===== src/rtl/vblank_update_scheduler_if.sv =====
// VGA-blank / game-client handshake bundle for the vblank update scheduler.
interface vblank_update_scheduler_if #(
  parameter int unsigned N_CLIENTS = 4
);
  logic                 vblnk_in;
  logic [N_CLIENTS-1:0] enable_in;
  logic [N_CLIENTS-1:0] done_in;
  logic [N_CLIENTS-1:0] start_out;
  logic                 busy_out;
  logic [15:0]          frame_cnt_out;
  logic [N_CLIENTS-1:0] timeout_out;
  logic                 overrun_out;

  modport master (
    output vblnk_in, enable_in, done_in,
    input  start_out, busy_out, frame_cnt_out, timeout_out, overrun_out
  );

  modport slave (
    input  vblnk_in, enable_in, done_in,
    output start_out, busy_out, frame_cnt_out, timeout_out, overrun_out
  );
endinterface


===== src/rtl/vblank_update_scheduler.sv =====
// Grants each enabled game-logic client one start strobe per vertical blank,
// in priority order, waiting for done or a timeout before moving on.
module vblank_update_scheduler #(
  parameter int unsigned N_CLIENTS = 4,
  parameter int unsigned TIMEOUT   = 1024
) (
  input logic pclk,
  input logic rst,
  vblank_update_scheduler_if.slave bus
);

  localparam int unsigned IW = $clog2(N_CLIENTS + 1);
  localparam int unsigned SW = (N_CLIENTS > 1) ? $clog2(N_CLIENTS) : 1;
  localparam int unsigned TW = $clog2(TIMEOUT);
  localparam logic [N_CLIENTS-1:0] ONE = N_CLIENTS'(1);

  typedef enum logic [1:0] {IDLE, SCAN, START, WAIT} state_t;

  state_t        state;
  logic [IW-1:0] idx;
  logic [SW-1:0] sel;
  logic [TW-1:0] timer;
  logic          vblnk_d;
  logic          frame_start;

  assign frame_start = bus.vblnk_in & ~vblnk_d;
  // idx only reaches N_CLIENTS in SCAN, where it is tested before any indexing
  assign sel = idx[SW-1:0];

  always_ff @(posedge pclk) begin
    if (rst) begin
      state             <= IDLE;
      idx               <= '0;
      timer             <= '0;
      vblnk_d           <= 1'b1;
      bus.start_out     <= '0;
      bus.busy_out      <= 1'b0;
      bus.frame_cnt_out <= '0;
      bus.timeout_out   <= '0;
      bus.overrun_out   <= 1'b0;
    end else begin
      vblnk_d       <= bus.vblnk_in;
      bus.start_out <= '0;

      if (state != IDLE && (!bus.vblnk_in || frame_start))
        bus.overrun_out <= 1'b1;

      case (state)
        IDLE: begin
          if (frame_start) begin
            bus.frame_cnt_out <= bus.frame_cnt_out + 16'd1;
            bus.timeout_out   <= '0;
            bus.overrun_out   <= 1'b0;
            bus.busy_out      <= 1'b1;
            idx               <= '0;
            state             <= SCAN;
          end
        end

        SCAN: begin
          if (idx == IW'(N_CLIENTS)) begin
            bus.busy_out <= 1'b0;
            state        <= IDLE;
          end else if (bus.enable_in[sel]) begin
            // strobe is registered here so it is high exactly while in START
            timer         <= '0;
            bus.start_out <= ONE << sel;
            state         <= START;
          end else begin
            idx <= idx + IW'(1);
          end
        end

        START: state <= WAIT;

        WAIT: begin
          if (bus.done_in[sel]) begin
            idx   <= idx + IW'(1);
            state <= SCAN;
          end else if (timer == TW'(TIMEOUT - 1)) begin
            bus.timeout_out[sel] <= 1'b1;
            idx                  <= idx + IW'(1);
            state                <= SCAN;
          end else begin
            timer <= timer + TW'(1);
          end
        end

        default: state <= IDLE;
      endcase
    end
  end

endmodule


===== src/flat_wrapper.sv =====
// flat-port wrapper written by rule: the top's interface ports become plain ports
module vblank_update_scheduler_flat 
#(
  parameter int unsigned N_CLIENTS = 4,
  parameter int unsigned TIMEOUT   = 1024
)
  (pclk, rst, bus_vblnk_in, bus_enable_in, bus_done_in, bus_start_out, bus_busy_out, bus_frame_cnt_out, bus_timeout_out, bus_overrun_out);
  vblank_update_scheduler_if #(.N_CLIENTS(N_CLIENTS)) bus_i ();
  input logic pclk;
  input logic rst;
  input wire logic [$bits(bus_i.vblnk_in)-1:0] bus_vblnk_in;
  input wire logic [$bits(bus_i.enable_in)-1:0] bus_enable_in;
  input wire logic [$bits(bus_i.done_in)-1:0] bus_done_in;
  output wire logic [$bits(bus_i.start_out)-1:0] bus_start_out;
  output wire logic [$bits(bus_i.busy_out)-1:0] bus_busy_out;
  output wire logic [$bits(bus_i.frame_cnt_out)-1:0] bus_frame_cnt_out;
  output wire logic [$bits(bus_i.timeout_out)-1:0] bus_timeout_out;
  output wire logic [$bits(bus_i.overrun_out)-1:0] bus_overrun_out;
  assign bus_i.vblnk_in = bus_vblnk_in;
  assign bus_i.enable_in = bus_enable_in;
  assign bus_i.done_in = bus_done_in;
  assign bus_start_out = bus_i.start_out;
  assign bus_busy_out = bus_i.busy_out;
  assign bus_frame_cnt_out = bus_i.frame_cnt_out;
  assign bus_timeout_out = bus_i.timeout_out;
  assign bus_overrun_out = bus_i.overrun_out;
  vblank_update_scheduler #(.N_CLIENTS(N_CLIENTS), .TIMEOUT(TIMEOUT)) u_core (.pclk(pclk), .rst(rst), .bus(bus_i));
endmodule

===== config.mk =====
export PLATFORM = sky130hd
export DESIGN_NAME = vblank_update_scheduler_flat
export DESIGN_NICKNAME = d
export VERILOG_FILES = /design/src/rtl/vblank_update_scheduler_if.sv /design/src/rtl/vblank_update_scheduler.sv /design/src/flat_wrapper.sv
export SDC_FILE = /design/constraint.sdc
export NUM_CORES = 1
export LEC_CHECK = 0
export ABC_AREA = 1
export BUFFER_PORTS_ARGS = -buffer_cell sky130_fd_sc_hd__buf_2
export CAP_MARGIN = 20
export CORE_AREA = 2 2 67 69
export CTS_CLUSTER_DIAMETER = 150
export DETAILED_ROUTE_END_ITERATION = 7
export DIE_AREA = 0 0 69 71
export GPL_TIMING_DRIVEN = 0
export PLACE_DENSITY = 0.88
export SLEW_MARGIN = 20
export SYNTH_ARGS = -nofsm -noshare
export SYNTH_HDL_FRONTEND = slang
export SYNTH_SLANG_ARGS = --single-unit

===== constraint.sdc =====
create_clock -name pclk -period 2.1 [get_ports pclk]
set_clock_uncertainty 0.15 [all_clocks]
set_input_delay 0.42 -clock pclk [delete_from_list [all_inputs] [get_ports pclk]]
set_output_delay 0.42 -clock pclk [all_outputs]
set_load 0.01 [all_outputs]

==> impl_metrics.env <==
export IMPL_hold_depth=2
export IMPL_fmaxAchievable_ghz=0.516
export IMPL_yosysWarnings=0
export IMPL_grt_pass1_vias=2081
export IMPL_final_max_slew_violation_count=0
export IMPL_hold_viol_final=0
export IMPL_cts_path_max_buffers=2
export IMPL_leakage_uw=0.00116
export IMPL_setup_violations=0
export IMPL_syn2layout_area_growth_pct=14.4
export IMPL_hold_path_startpoint="rst"
export IMPL_cts_max_level=2
export IMPL_synth_compound_area_share_pct=13.1
export IMPL_wirelength_mm=5.06
export IMPL_root_buffer="clkbuf_8"
export IMPL_numClockSinks=42
export IMPL_crit_type="reg2reg"
export IMPL_synthXorXnorAreaFrac_pct=1.55
export IMPL_die_y_um=71
export IMPL_syn_num_nets=334
export IMPL_cp_start_kind="flip-flop"
export IMPL_status="finished, final reports clean"
export IMPL_r2r_start="u_core.idx[0]"
export IMPL_place_hpwl_mm=3.82
export IMPL_start_util_pct=53.8
export IMPL_portBuffers=36
export IMPL_via_count=2161
export IMPL_rrSetupSlack_ns=0.16
export IMPL_final_min_clock_period_ns=1.94
export IMPL_drive_gt1_share_pct=20.8
export IMPL_die_w_um=69
export IMPL_via_per_inst=5.31
export IMPL_cts_buffers=5
export IMPL_detail_route_wl_per_cell_um=12.4
export IMPL_synth_area_sq_um=2260
export IMPL_final_nets=377
export IMPL_clkTransAtPathRegs_ns=0.07
export IMPL_ys_ff_latch=42
export IMPL_dieArea_sq_um=4900
export IMPL_max_slew_margin_rel_pct=64.1
export IMPL_placed_cell_area_sq_um=2510
export IMPL_synthMuxAreaShare_pct=0
export IMPL_first_pass_iters=5
export IMPL_crit_arrival_ns=1.99
export IMPL_core_area_sq_um=4200
export IMPL_post_synth_inst_count=312
export IMPL_whs_endpoint="u_core.bus.busy_out"
export IMPL_cp_max_fo=10
export IMPL_worstPathRequired_ns=2.15
export IMPL_grt_remaining_overflow=0
export IMPL_synth_simple_area_share_pct=34.1
export IMPL_timing_final_crit_share_pct=92.3
export IMPL_vdd_drop_max_uv=439
export IMPL_worst_pin_slew_ns=0.539
export IMPL_timing_critical_path_to_type="flip-flop"
export IMPL_final_core_util_pct=61.6
export IMPL_synth_area_per_cell_sq_um=7.25
export IMPL_drc=0
export IMPL_p_per_area_nw_per_um2=865
export IMPL_reg2reg_to="u_core.timer[3]"
export IMPL_num_fill_cells=375
export IMPL_postRouteAntennaNets=0
export IMPL_cts_tree="yes"
export IMPL_hold_class="in2reg"
export IMPL_drt_iter0_markers=103
export IMPL_synth_top_family_by_area="simple AND/OR/NAND/NOR gates"
export IMPL_synth_distinct_cells=35
export IMPL_cap_violations=0
export IMPL_place_congestion=0.900
export IMPL_grt_start_max_net_pins=13
export IMPL_grt_antenna_before_repair=0
export IMPL_r2r_cells=13
export IMPL_clkLatencyLatePin_ns=0.30
export IMPL_grt_use_total_pct=21.2
export IMPL_ios=37
export IMPL_finalSetupTns_ns=0
export IMPL_grt_pass1_wl_mm=8.54
export IMPL_fin_area_sq_um=2590
export IMPL_yosysSeqAreaShare_pct=37.1
export IMPL_antenna_cells=0
export IMPL_synth_fa_ha_area_share_pct=6.08
export IMPL_num_rows=24
export IMPL_grt_setup_unrepaired="no"
==> metal layers <==
layer / global-route usage (%) / wire length [um] / vias to the layer above
met4: 10.0 / 93 / 0
li1: - / - / 1088
met1: 22.9 / 2120 / 995
met5: 0 / 0 / -
met2: 38.8 / 2560 / 67
met3: 5.27 / 283 / 11
==> sequential cells by signal (all words and copies together) (netlist names) <==
signal,count
u_core.bus.busy_out,1
u_core.bus.frame_cnt_out,16
u_core.bus.overrun_out,1
u_core.bus.start_out,4
u_core.bus.timeout_out,4
u_core.idx,3
u_core.state,2
u_core.timer,10
u_core.vblnk_d,1
==> critical path, cell delays in order (launching register included) <==
cell and delay (ns):
dfxtp_2 0.36, buf_6 0.15, inv_6 0.05, ha_1 0.21, nand2_1 0.11, nand2_2 0.11, nand2_1 0.11, nand2_1 0.06
clkinv_1 0.07, nand2_4 0.06, nor2_8 0.18, o21ai_0 0.12, nand2_1 0.07, nor2_1 0.04
==> placed cells by master (no fill, tap or decap), types with 2 or more instances in the layout <==
master / instances
xnor2_1: 2
a21oi_1: 29
xor2_1: 2
dfxtp_1: 40
nand2_2: 5
a21oi_2: 3
clkbuf_8: 5
nand2_1: 78
ha_1: 11
nor2_2: 2
nor2_1: 33
nand3b_1: 2
inv_1: 34
nor2_4: 3
nand4_1: 3
dfxtp_2: 2
clkbuf_1: 2
nand3_2: 4
buf_6: 2
nand3_1: 18
a211oi_1: 2
clkinv_2: 2
o21bai_1: 2
nor3_1: 8
nand2_4: 2
inv_2: 2
o21ai_0: 10
buf_2: 37
==> worst max path at each step <==
| stage | from | to | slack (ns) | cells after the start |
|---|---|---|---|---|
| after detailed placement | u_core.idx[1] | u_core.timer[3] | 0.12 | 12 |
| final | u_core.idx[0] | u_core.timer[3] | 0.16 | 13 |
| after global placement | u_core.idx[1] | u_core.timer[3] | 0.17 | 12 |
| after floorplan | u_core.idx[0] | u_core.timer[3] | 0.33 | 13 |
| after CTS | u_core.idx[1] | u_core.timer[3] | 0.11 | 12 |
| after global routing | u_core.idx[0] | u_core.timer[3] | 0.002 | 13 |
==> kinds of logic after synthesis <==
kind of cell	after synthesis
XOR/XNOR	4
adder cells (fa/ha/maj)	11
buffers and inverters	43
flip-flops	42
AO/OA/AOI/OAI	51
AND/OR/NAND/NOR	161
==> cells in the mapped netlist <==
master	number	area, sq um
xor2_1	2	17.5
ha_1	11	138
dfxtp_1	42	841
nand3_1	18	90.1
nand2_1	78	293
nand4_1	3	18.8
inv_1	34	128
clkinv_1	1	3.75
o21ai_4	1	16.3
xnor2_1	2	17.5
nand2_2	5	31.3
nor2_2	2	12.5
nor2_1	33	124
a311oi_1	1	8.76
o21ai_0	10	50.1
buf_2	1	5.00
nand3b_1	2	15.0
nor2_4	3	33.8
o21ai_1	1	5.00
nand4_2	1	12.5
a21oi_1	29	145
o21a_1	1	7.51
a21oi_2	3	26.3
a211oi_1	2	15.0
nand3_2	4	40.0
inv_2	2	7.51
o31ai_1	1	7.51
nor3_1	8	40.0
buf_6	2	22.5
nand2_4	2	22.5
clkbuf_1	2	7.51
inv_6	1	8.76
nand3_4	1	17.5
o21bai_1	2	15.0
nor2_8	1	20.0
==> metrics by stage <==
| stage | hold WS [ns] | std cells | total power [uW] | setup WS (ns) |
|---|---|---|---|---|
| after global placement | 0.287 | 400 | 1720 | 0.165 |
| final | 0.222 | 407 | 2240 | 0.162 |
| after CTS | 0.208 | 407 | 2240 | 0.111 |
| after detailed placement | 0.296 | 400 | 1740 | 0.123 |
| after floorplan | 0.291 | 312 | 1570 | 0.330 |
| after global routing | 0.230 | 407 | 2370 | 0.00223 |
==> layout make-up <==
class / count / area (sq um) / share of cell area, %
buffer: 5 / 35.0 / 1.35
clock buffer: 5 / 68.8 / 2.66
clock inverter: 2 / 10.0 / 0.386
inverter: 38 / 148 / 5.70
multi-input combinational: 227 / 1240 / 47.9
sequential: 42 / 843 / 32.6
tap: 52 / 65.1 / 2.51
timing repair buffer: 36 / 180 / 6.96
==> timing repair <==
| item | 4_1_cts | 5_1_grt |
|---|---|---|
| buffers inserted | 0 | 0 |
| gates resized for setup | 0 | 2 |
| hold buffers | 0 | 0 |
| setup endpoints to repair | 0 | 8 |
==> power by group <==
part	total [uW]	switching, uW	leakage, uW	internal (uW)
Sequential	915	51.3	0.000341	864
Clock	504	280	0.0000438	223
Combinational	821	531	0.000772	290
Total	2240	862	0.00116	1380
Power figures use the tool's default switching activity.
